$ cat src/rtl/jtag_regbank.sv
// JTAG user-DR register bank. Each scan captures one read word and writes one write word.
// Scans can be length-checked, and an auto-increment mode walks the pointers for burst access.
module jtag_regbank #(
   parameter int DATA_W   = 32,
   parameter int NUM_REGS = 15,
   parameter int ADDR_W   = 4
) (
   input  logic                         iTCK,
   input  logic                         iRESET,
   input  logic [2*ADDR_W+1:0]          iADDRESS,
   input  logic                         iTDI,
   input  logic                         iSTATE_CDR,
   input  logic                         iSTATE_SDR,
   input  logic                         iSTATE_UDR,
   input  logic [NUM_REGS*DATA_W-1:0]   iREAD,
   output logic [NUM_REGS*DATA_W-1:0]   oWRITE,
   output logic [NUM_REGS-1:0]          oWRITE_STB,
   output logic                         oLEN_ERR,
   output logic                         oTDO
);

   localparam int CW = $clog2(DATA_W + 2);
   localparam logic [CW-1:0]     LP_FULL = CW'(DATA_W);
   localparam logic [CW-1:0]     LP_SAT  = CW'(DATA_W + 1);
   localparam logic [ADDR_W-1:0] LP_NUM  = ADDR_W'(NUM_REGS);
   localparam logic [ADDR_W-1:0] LP_LAST = ADDR_W'(NUM_REGS - 1);

   logic                 w_valid, w_autoinc, w_same, w_do_write;
   logic [ADDR_W-1:0]    w_waddr, w_raddr, w_eff_rptr, w_eff_wptr;
   logic [DATA_W-1:0]    w_read [NUM_REGS];
   logic [DATA_W-1:0]    w_cap;

   logic [DATA_W-1:0]    r_work;
   logic [CW-1:0]        r_cnt;
   logic [ADDR_W-1:0]    r_rptr, r_wptr;
   logic [2*ADDR_W+1:0]  r_last_addr;
   logic                 r_len_err;

   assign w_valid   = iADDRESS[2*ADDR_W+1];
   assign w_autoinc = iADDRESS[2*ADDR_W];
   assign w_waddr   = iADDRESS[2*ADDR_W-1:ADDR_W];
   assign w_raddr   = iADDRESS[ADDR_W-1:0];

   // A repeated auto-increment address continues the burst from the internal pointers.
   assign w_same     = w_autoinc && (iADDRESS == r_last_addr);
   assign w_eff_rptr = w_same ? r_rptr : w_raddr;
   assign w_eff_wptr = w_same ? r_wptr : w_waddr;

   assign w_do_write = iSTATE_UDR && !iSTATE_CDR && !iSTATE_SDR && w_valid && (r_cnt == LP_FULL);

   function automatic logic [ADDR_W-1:0] f_inc(input logic [ADDR_W-1:0] p);
      if (p >= LP_NUM)
         return p;
      else if (p == LP_LAST)
         return '0;
      else
         return p + ADDR_W'(1);
   endfunction

   always_comb begin
      w_cap = '0;
      for (int k = 0; k < NUM_REGS; k++) begin
         if (w_eff_rptr == ADDR_W'(k))
            w_cap = w_read[k];
      end
   end

   always_ff @(posedge iTCK) begin
      if (iRESET) begin
         r_work      <= '0;
         r_cnt       <= '0;
         r_rptr      <= '0;
         r_wptr      <= '0;
         r_last_addr <= '1;
         r_len_err   <= 1'b0;
      end else if (iSTATE_CDR) begin
         r_cnt <= '0;
         if (w_valid) begin
            r_work      <= w_cap;
            r_rptr      <= w_eff_rptr;
            r_wptr      <= w_eff_wptr;
            r_last_addr <= iADDRESS;
         end else begin
            r_work <= '0;
         end
      end else if (iSTATE_SDR) begin
         r_work <= {iTDI, r_work[DATA_W-1:1]};
         if (r_cnt != LP_SAT)
            r_cnt <= r_cnt + CW'(1);
      end else if (iSTATE_UDR && w_valid) begin
         if (r_cnt != LP_FULL) begin
            r_len_err <= 1'b1;
         end else if (w_autoinc) begin
            r_rptr <= f_inc(r_rptr);
            r_wptr <= f_inc(r_wptr);
         end
      end
   end

   generate
      for (genvar gi = 0; gi < NUM_REGS; gi++) begin : g_reg
         logic [DATA_W-1:0] r_write;
         logic              r_stb;

         assign w_read[gi] = iREAD[gi*DATA_W +: DATA_W];

         always_ff @(posedge iTCK) begin
            if (iRESET) begin
               r_write <= '0;
               r_stb   <= 1'b0;
            end else begin
               r_stb <= 1'b0;
               if (w_do_write && (r_wptr == ADDR_W'(gi))) begin
                  r_write <= r_work;
                  r_stb   <= 1'b1;
               end
            end
         end

         assign oWRITE[gi*DATA_W +: DATA_W] = r_write;
         assign oWRITE_STB[gi]              = r_stb;
      end
   endgenerate

   assign oLEN_ERR = r_len_err;
   assign oTDO     = r_work[0];

endmodule

$ cat config.mk
export PLATFORM = sky130hd
export DESIGN_NAME = jtag_regbank
export DESIGN_NICKNAME = d
export VERILOG_FILES = /design/src/rtl/jtag_regbank.sv
export SDC_FILE = /design/constraint.sdc
export NUM_CORES = 1
export LEC_CHECK = 0
export ABC_CLOCK_PERIOD_IN_PS = 2800
export BUFFER_PORTS_ARGS = -buffer_cell sky130_fd_sc_hd__buf_2
export CAP_MARGIN = 20
export CORE_AREA = 5 5 384 386
export CTS_CLUSTER_SIZE = 30
export DETAILED_ROUTE_END_ITERATION = 16
export DIE_AREA = 0 0 389 391
export SETUP_SLACK_MARGIN = 0.4
export SLEW_MARGIN = 5
export SYNTH_ARGS = -nofsm -noshare
export SYNTH_HDL_FRONTEND = slang
export SYNTH_SLANG_ARGS = --single-unit
$ cat constraint.sdc
create_clock -name iTCK -period 2.8 [get_ports iTCK]
set_input_delay 0.56 -clock iTCK [delete_from_list [all_inputs] [get_ports iTCK]]
set_output_delay 0.56 -clock iTCK [all_outputs]
set_load 0.02 [all_outputs]
==> summary.md <==
Root buffer cell: clkbuf_16. The cell area that synthesis handed to floorplanning was 24,330 um2. Row generation in the floorplan step produced 139 rows. The DRC violation count after routing is 0, and the insertion delay of the later-clocked pin in the worst-skew pair is 680 ps. The tools report the number of nets in the synthesized netlist as 3,745.

The tightest hold path in the finished design has a slack of 185.3 ps. Data on the critical path is required at its endpoint by 3380 ps. For this design the top-level I/O count stands at 993.

The placeable core region was 143,100 um2. The routed wire length per instance works out to 27.71 um. The tool flagged a number of max-cap violations equal to 0. The switching power as a share of total power is 0.2869. The final layout contains 4,897 nets. The flow ran to the end, but the final reports show violations.

After legalization and detailed placement, the total HPWL measured 131.6 mm. The mean area per synthesized cell came out at 7.496 um2. Startpoint-to-endpoint class of the critical path: reg -> reg.

After detailed routing, the total wire length is 176.5 mm. The clock-pin slew reported for the worst setup and hold paths after clock tree synthesis works out to 70 ps. The checks that failed: setup timing. The largest net degree at the start of global routing came out at 147. The most numerous cell in the Yosys netlist was nand2_1. The number of global-route vias before repair came out at 28,360.

The proportion of power drawn by combinational gates is 0.132. By area the synthesized netlist is led by dfxtp_1, nand2_1, a21oi_1. In the synthesized netlist the dominant register cell turns out to be dfxtp_1. The proportion of synthesized chip area in sequential cells is 0.4534. The kind of path behind the tightest hold check is in -> reg. The tools report the worst-case setup margin in the final layout as -20.46 ps. Derived from the worst setup path, the maximum achievable clock frequency is 0.3546 GHz.

For this design the static power due to leakage is 17.34 nW. For the maximum buffer depth of the clock tree, the log shows 3. The initial antenna violation count was 58; the part of the total power dissipated in sequential elements was 0.434.

The logs give 0.2400 for the worst-case headroom to the max-slew limit and 0 for the total overflow reported by the global router. The final number of setup-violating endpoints is 2. The number of buffers added by the clock tree synthesis step was 60.

The startpoint kind of the worst setup timing path is a flop. TritonCTS built the clock tree. The run gives 551 as the number of sinks driven by the clock tree. The portion of synthesized cell area occupied by the leading cell type came out at 0.4534. The run gives 0 as the total count of max-transition violations in the final report. The run gives 13.37 mW as the internal power of the cells. Input and output buffers added on the ports amount to 992. The number of instances in the synthesized netlist was 3,246; the total via count after detailed routing was 30,020. Setup repair after global routing could not meet its margin everywhere. The commonest cells after synthesis are nand2_1, a21oi_1, dfxtp_1. Using the TritonRoute via totals, the vias-per-cell ratio works out to 4.713.

The floorplan step defined a die boundary enclosing 152,100 um2. The tools report the global-route usage over all layers as 0.2084. The accumulated negative setup slack is -24.96 ps, and the height of the die is 391 um. Along the worst path, the maximum fanout reaches 4. The initial standard-cell utilization of the core was 0.1700.

On the final layout, the worst clock skew is 54.72 ps. The run gives 0.434 as the share of total power in the clock network. The first global-routing pass estimated 226.8 mm of wire. The minimum clock period after layout is 2820 ps. The synthesized design contains 551 register bits. The violation count after the first detailed-route iteration came out at 2,783. The share of synthesized registers carrying an async set or reset was 0.

The library cell occupying the most area in the post-synthesis netlist was dfxtp_1. Post-route clock period utilization: 1.007. Final hold violation count: 0. The power per standard cell area was 468.4 nW/um2; the area growth from synthesis to layout was 64.50%.

For this run, the number of Yosys warnings is 0. The fraction of layout instances using a drive strength above 1 is 0.4526. The tools report the worst ir drop on vdd as 444.2 uV. The endpoint class of the critical path was a flop. The endpoint arrival time on the critical path was 3400 ps; the actual slew at the worst max-slew pin was 1140 ps. The horizontal die dimension is 389 um, and the H-tree depth is 2. The analysis attributes to net switching a power of 5.379 mW.

The congestion estimate from routability-driven global placement came to 1.037. The detailed-routing iteration count for the pre-antenna-repair pass is 5. The count of flip-flops with a built-in enable after synthesis is 0. The count of antenna-violating nets left after detailed routing was 0. The synthesized netlist contains 78 unique library cells.
power by group through the flow:
stage / Combinational, mW / Sequential [mW] / Clock, mW
2_1_floorplan: 0.833 / 8.08 / 0
3_3_place_gp: 2.08 / 8.30 / 0
3_5_place_dp: 2.07 / 8.30 / 0
4_1_cts: 2.29 / 8.12 / 8.29
5_1_grt: 2.56 / 8.14 / 8.59
6_report: 2.48 / 8.14 / 8.13
layout make-up:
cell class | count | area [um2]
Antenna cell | 21 | 52.55
Clock buffer | 84 | 1752
Clock inverter | 25 | 279.0
Fill cell | 15390 | 103100
Inverter | 26 | 97.59
Multi-Input combinational cell | 2343 | 14730
Sequential cell | 551 | 11080
Tap cell | 1903 | 2381
Timing Repair Buffer | 1416 | 9651
flip-flops by register name (all words and copies together), names as in the netlist:
signal       cells
g.r_stb         15
g.r_write      480
r_last_addr      9
r_cnt            6
r_rptr           4
r_work          32
r_wptr           4
oLEN_ERR         1
what timing repair did:
item,4_1_cts,5_1_grt
gates resized for setup,239,440
endpoints found under the hold margin,0,0
setup endpoints to repair,474,423
pin swaps,83,233
buffers inserted,54,35
hold buffers,0,0
cloned,9,20
logic make-up after synthesis:
| group | synth area share |
|---|---|
| flops | 0.4534 |
| simple gates | 0.2172 |
| compound gates | 0.2247 |
| xor+xnor | 0.004988 |
| buf+inv | 0.06233 |
| fa+ha+maj | 0.001543 |
| mux | 0.03589 |
cell usage in the layout (no fill, tap or decap), types with 64 or more instances in the layout:
cell type  count
clkbuf_16     75
buf_4        271
a21oi_2      103
nand2_1      952
a21oi_1      464
dfxtp_1      514
nand2_4       83
buf_2        991
buf_12        64
nor2_1       116
layer usage:
metal | vias up | part of all wire | global-route usage
met5 | - | 0.00089 | 0
met4 | 24 | 0.069 | 0.1121
met3 | 446 | 0.074 | 0.03821
met2 | 1725 | 0.48 | 0.3605
met1 | 14460 | 0.38 | 0.2447
li1 | 13360 | - | -
critical path, stage by stage, from the launching register on:
cell,delay (ps)
dfxtp_4,370
xnor2_4,160
nand4_1,200
buf_4,220
o31ai_4,240
and2_4,270
buf_12,130
buf_4,100
o21ai_0,80
a2111oi_0,520
buf_4,220
a211oi_4,50
a31oi_1,170
stage by stage:
| step | std cells | area, um2 | setup slack (ps) | power (mW) | util |
|---|---|---|---|---|---|
| finish | 6369 | 40020 | -20.46 | 18.75 | 0.2796 |
| global placement | 6121 | 33610 | -909.1 | 10.38 | 0.2348 |
| CTS | 6293 | 37350 | 62.96 | 18.71 | 0.2610 |
| global route | 6356 | 39990 | -119.6 | 19.29 | 0.2794 |
| detailed placement | 6121 | 33610 | -843.8 | 10.36 | 0.2348 |
| floorplan | 3246 | 24660 | 227.0 | 8.908 | - |
worst paths after layout:
path | slack (ps) | cells after the start | from | end
setup reg to reg | -20 | 12 | r_last_addr[2]$_SDFFE_PP1P_ | r_work[21]$_SDFFE_PP0N_
hold reg to reg | 450 | 2 | g_reg[10].r_write[21]$_SDFFE_PP0P_ | g_reg[10].r_write[21]$_SDFFE_PP0P_
hold / removal | 190 | 3 | iREAD[426] | r_work[10]$_SDFFE_PP0N_
setup / recovery | -20 | 12 | r_last_addr[2]$_SDFFE_PP1P_ | r_work[21]$_SDFFE_PP0N_
No activity file was read; power rests on OpenSTA's default activity.
